===== config.mk =====
export PLATFORM = sky130hd
export DESIGN_NAME = lfsr_prng
export DESIGN_NICKNAME = d
export VERILOG_FILES = /design/src/rtl/lfsr_pkg.sv /design/src/rtl/lfsr_step.sv /design/src/rtl/lfsr_prng.sv
export SDC_FILE = /design/constraint.sdc
export NUM_CORES = 1
export LEC_CHECK = 0
export CORE_ASPECT_RATIO = 0.6
export CORE_UTILIZATION = 50
export DETAILED_ROUTE_END_ITERATION = 6
export PLACE_DENSITY = 0.79
export SKIP_CTS_REPAIR_TIMING = 1
export SLEW_MARGIN = 20
export SYNTH_ARGS = -nofsm -noshare
export SYNTH_HDL_FRONTEND = slang
export SYNTH_SLANG_ARGS = --single-unit

===== constraint.sdc =====
create_clock -name i_clk -period 2.8 [get_ports i_clk]
set_input_delay 0.28 -clock i_clk [delete_from_list [all_inputs] [get_ports i_clk]]
set_output_delay 0.28 -clock i_clk [all_outputs]
set_load 0.03 [all_outputs]

===== src/rtl/lfsr_pkg.sv =====
// Shared constants and the maximal-length Galois mask table for lfsr_prng.
// Mask bit k-1 set means tap k in the usual tap-list notation.
package lfsr_pkg;

    localparam int unsigned WIDTH_MIN = 4;
    localparam int unsigned WIDTH_MAX = 32;
    localparam int unsigned STEP_MIN  = 1;

    localparam logic [31:0] DEFAULT_SEED = 32'hFFFF_FFFF;

    function automatic logic [31:0] lfsr_mask(input int unsigned width);
        logic [31:0] m;
        case (width)
            4:       m = 32'h0000_000C;
            5:       m = 32'h0000_0014;
            6:       m = 32'h0000_0030;
            7:       m = 32'h0000_0060;
            8:       m = 32'h0000_00B8;
            9:       m = 32'h0000_0110;
            10:      m = 32'h0000_0240;
            11:      m = 32'h0000_0500;
            12:      m = 32'h0000_0829;
            13:      m = 32'h0000_100D;
            14:      m = 32'h0000_2015;
            15:      m = 32'h0000_6000;
            16:      m = 32'h0000_D008;
            17:      m = 32'h0001_2000;
            18:      m = 32'h0002_0400;
            19:      m = 32'h0004_0023;
            20:      m = 32'h0009_0000;
            21:      m = 32'h0014_0000;
            22:      m = 32'h0030_0000;
            23:      m = 32'h0042_0000;
            24:      m = 32'h00E1_0000;
            25:      m = 32'h0120_0000;
            26:      m = 32'h0200_0023;
            27:      m = 32'h0400_0013;
            28:      m = 32'h0900_0000;
            29:      m = 32'h1400_0000;
            30:      m = 32'h2000_0029;
            31:      m = 32'h4800_0000;
            32:      m = 32'h8020_0003;
            default: m = 32'h0000_0000;
        endcase
        return m;
    endfunction

endpackage


===== src/rtl/lfsr_step.sv =====
// One combinational Galois (right-shift) LFSR step.
module lfsr_step
    import lfsr_pkg::*;
#(
    parameter int unsigned       WIDTH = 12,
    parameter logic [WIDTH-1:0]  MASK  = WIDTH'(lfsr_mask(WIDTH))
) (
    input  logic [WIDTH-1:0] cur,
    output logic [WIDTH-1:0] nxt
);

    assign nxt = (cur >> 1) ^ (cur[0] ? MASK : '0);

endmodule


===== src/rtl/lfsr_prng.sv =====
// Parametrised Galois LFSR generator with multi-step advance, seed load,
// all-zero lock-up guard and period measurement.
module lfsr_prng
    import lfsr_pkg::*;
#(
    parameter int unsigned       WIDTH      = 12,
    parameter logic [WIDTH-1:0]  MASK       = '0,
    parameter logic [WIDTH-1:0]  RESET_SEED = DEFAULT_SEED[WIDTH-1:0],
    parameter int unsigned       STEP       = 1
) (
    input  logic             i_clk,
    input  logic             i_nreset,
    input  logic             i_en,
    input  logic             i_load,
    input  logic [WIDTH-1:0] i_seed,
    output logic [WIDTH-1:0] o_lfsr,
    output logic             o_bit,
    output logic             o_wrap,
    output logic             o_lockup,
    output logic [WIDTH-1:0] o_period,
    output logic             o_period_vld
);

    localparam logic [WIDTH-1:0] EFF_MASK = (MASK != '0) ? MASK : WIDTH'(lfsr_mask(WIDTH));

    if (WIDTH < WIDTH_MIN || WIDTH > WIDTH_MAX) begin : g_bad_width
        $error("lfsr_prng: WIDTH out of supported range");
    end
    if (STEP < STEP_MIN || STEP > WIDTH) begin : g_bad_step
        $error("lfsr_prng: STEP must lie in 1..WIDTH");
    end
    if (!EFF_MASK[WIDTH-1]) begin : g_bad_mask
        $error("lfsr_prng: feedback mask must have its top bit set");
    end
    if (RESET_SEED == '0) begin : g_bad_seed
        $error("lfsr_prng: RESET_SEED must be non-zero");
    end

    logic [WIDTH-1:0] lfsr_q;
    logic [WIDTH-1:0] start_q;
    logic [WIDTH-1:0] cnt_q;
    logic [WIDTH-1:0] period_q;
    logic             period_vld_q;
    logic             wrap_q;
    logic             lockup_q;

    // chain[k] is the state after k single steps; chain[STEP] is what one enabled cycle lands on.
    logic [WIDTH-1:0] chain [0:STEP];
    logic [WIDTH-1:0] stepped;

    assign chain[0] = lfsr_q;

    for (genvar g = 0; g < STEP; g++) begin : g_step
        lfsr_step #(
            .WIDTH (WIDTH),
            .MASK  (EFF_MASK)
        ) u_step (
            .cur (chain[g]),
            .nxt (chain[g+1])
        );
    end

    assign stepped = chain[STEP];

    // NOTE: every register below uses <= so all updates see the pre-edge state of their peers.
    always_ff @(posedge i_clk or negedge i_nreset) begin
        if (!i_nreset) begin
            lfsr_q       <= RESET_SEED;
            start_q      <= RESET_SEED;
            cnt_q        <= '0;
            period_q     <= '0;
            period_vld_q <= 1'b0;
            wrap_q       <= 1'b0;
            lockup_q     <= 1'b0;
        end else begin
            wrap_q   <= 1'b0;
            lockup_q <= 1'b0;
            if (i_load) begin
                if (i_seed == '0) begin
                    lfsr_q   <= RESET_SEED;
                    start_q  <= RESET_SEED;
                    lockup_q <= 1'b1;
                end else begin
                    lfsr_q  <= i_seed;
                    start_q <= i_seed;
                end
                cnt_q <= '0;
            end else if (i_en) begin
                if (lfsr_q == '0) begin
                    // Zero is a fixed point of the LFSR; recover rather than stick.
                    lfsr_q   <= RESET_SEED;
                    start_q  <= RESET_SEED;
                    cnt_q    <= '0;
                    lockup_q <= 1'b1;
                end else begin
                    lfsr_q <= stepped;
                    if (stepped == start_q) begin
                        wrap_q       <= 1'b1;
                        period_q     <= cnt_q + 1'b1;
                        period_vld_q <= 1'b1;
                        cnt_q        <= '0;
                    end else begin
                        cnt_q <= cnt_q + 1'b1;
                    end
                end
            end
        end
    end

    assign o_lfsr       = lfsr_q;
    assign o_bit        = lfsr_q[0];
    assign o_wrap       = wrap_q;
    assign o_lockup     = lockup_q;
    assign o_period     = period_q;
    assign o_period_vld = period_vld_q;

endmodule


==> results.ini <==
[status]
run_status = complete, no violations

[floorplanning]
pin_count = 44
die_h_um = 56.44
core_area_mm2 = 0.004659
dieArea_mm2 = 0.005234
fp.dieW_um = 92.74
start_util_pct = 53.01
rows = 19

[setup_path]
required_ns = 3.01
endpoint_kind = register
slowest_stage = dfstp_2
r2r_slack_ns = 0.21
path_buf_inv = 1
r2r_cells = 7
path_max_fanout = 14
r2r_start = o_lfsr[0]
path_class = reg -> reg
startpoint_type = register
critPathTopFamily = simple AND/OR/NAND/NOR gates
crit_chain = inv_1, ha_1, xor2_1, nor4_1, o2111ai_1, or2_1, mux2_4
arrival_ns = 2.80
cp_slowest_stage_delay_ns = 0.65
r2r_end = o_period[6]

[sta]
maxSlewViolCount = 0
finalCritPeriodShare_pct = 92.39
slew_headroom_pct = 42.19
max_freq_mhz = 386.6
hold_ws_ns = 0.3896
fin_crit_ns = 2.587
hold_violations = 0
rsz0062_at_grt = no
tightest_slew_ns = 0.8640
finClkSkew_ns = 0.01664
fin_setup_tns_ns = 0
setup_viol = 0

[pwr]
p_per_area_mw_per_mm2 = 518.7
power.net_switching_uw = 466.5
swShare_pct = 29.68
leakage_uw = 0.001303
p_comb_share_pct = 17.7
p_seq_share_pct = 54.8
clkPwrFrac_pct = 27.5
ir_drop_mv = 0.2725
internal-power_uw = 1105

[logic_synthesis]
syn_avg_cell_area_um2 = 10.08
yosysTopAreaCell = dfrtp_1
synth_seq_cells = 51
synth_edf_count = 0
synthCells = 245
ys.flop_type = dfrtp_1
async_flop_share_pct = 100.0
synthDominantCellAreaShare_pct = 27.36
yosys.cell_types.count = 39
synth_area_mm2 = 0.002470
synth_nets = 263
synth-warning-count = 0
netlist_top_cells_area = dfrtp_1 27%, dfstp_2 26%, nor2_1 7.6%, xor2_1 4.3%, o22ai_1 3.3%
yosysSeqAreaShare_pct = 52.89

[detailed_routing]
vias = 1925
wl_um = 5595
wire_per_inst_um = 15.99
firstDrtPassIters = 4
drtIter0Drc = 193
vias_per_cell = 5.500
postRouteAntennaNets = 0
post-route-drc-count = 0

[place]
hpwl_um = 4081
port_buffers = 43
gp_congestion = 0.8621

[global_routing]
grt_pass1_vias = 1786
antenna_found_initial = 0
grt_pass1_wl_um = 9411
track_usage_pct = 23.90
grt_overflow = 0
grt_max_degree = 36

[clocking]
cts_tree = yes
htreeDepth = 2
clk_path_buf_depth = 2
clkSinkCount = 51
clk_pin_slew_ns = 0.10
cts_buffers = 5
cts_root_buf = clkbuf_8
insertion_delay_ns = 0.32

[layout]
multi_input_area_mm2 = 0.001065
seq_area_mm2 = 0.001306
fin_nets = 304
layout_commonest_cell = nor2_1
drive_gt1_share_pct = 16.72
antennaDiodeCount = 0
fillers = 395
syn2layout_area_growth_pct = 22.70
mostFrequentLayoutCells = 50 x nor2_1, 42 x clkdlybuf4s50_1, 27 x dfrtp_1

[worst_hold_path]
hold_path_class = in -> async

[run]
drv_cap = 0

[logic make-up after synthesis]
group                    Yosys count  synth area share [%]
AO/OA/AOI/OAI                     36                 9.625
adder cells (fa/ha/maj)            2                 1.013
buffers and inverters             21                 4.002
flip-flops                        51                 52.89
AND/OR/NAND/NOR                  105                 19.71
XOR/XNOR                          20                 7.700
multiplexers                      10                 5.066
[power by group through the flow]
stage | sequential, µW | combinational [µW] | clock (µW)
after global routing | 868 | 302 | 464
after floorplan | 906 | 120 | 0
final | 861 | 278 | 433
after CTS | 860 | 279 | 432
after detailed placement | 872 | 278 | 0
after global placement | 870 | 274 | 0
[per-layer routing]
metal / global-route usage, % / vias to the layer above / part of all wire (%)
li1: - / 931 / -
met1: 38.54 / 937 / 51
met2: 31.32 / 57 / 42
met3: 8.130 / 0 / 7.3
met4: 2.857 / 0 / 0
met5: 0 / - / 0
[synthesized netlist by cell type (2+ instances only)]
cell	count
dfrtp_1	27
buf_6	2
dfstp_2	24
and4_1	2
a32o_1	4
or2_2	4
clkbuf_1	9
and3_1	3
xor2_1	12
mux2i_1	2
nor3_1	5
o211ai_1	3
nand2_1	13
mux2_2	4
and2_1	4
o21ai_0	9
mux2_4	4
o22ai_1	13
nand3_1	11
nor4_1	6
xnor2_1	7
nand2b_1	2
inv_1	7
nor2_1	50
ha_1	2
a31oi_1	3
[state kept, by name, indices dropped and copies added, names as in the netlist]
register,cells
cnt_q,12
o_lfsr,12
o_lockup,1
o_period,12
o_period_vld,1
o_wrap,1
start_q,12
[worst max-delay path by stage]
stage	start	end	slack, ns	cells after the start
after floorplan	o_lfsr[0]	o_period[10]	0.21	11
after global placement	o_lfsr[0]	o_period[6]	0.32	7
after CTS	o_lfsr[0]	o_period[9]	0.21	7
after global routing	o_lfsr[0]	o_period[6]	0.07	7
after detailed placement	o_lfsr[0]	o_period[6]	0.23	7
final	o_lfsr[0]	o_period[6]	0.21	7
[metrics by stage]
stage               total power [µW]  setup WS [ns]  util [%]  cell area (µm²)  std cells
floorplan                       1027         0.2120         -             2470        245
global placement                1144         0.3158     62.92             2932        341
detailed placement              1150         0.2314     62.92             2932        341
CTS                             1571         0.2143     64.82             3020        349
global route                    1633        0.07292     65.04             3030        350
finish                          1572         0.2131     65.04             3030        350
[cell type report]
class	instances	area share, %
Clock buffer	5	2.271
Timing Repair Buffer	48	15.36
Multi-Input combinational cell	173	35.14
Tap cell	63	2.601
Sequential cell	51	43.10
Clock inverter	3	0.6606
Inverter	7	0.8671
(Power assumes the default switching activity.)
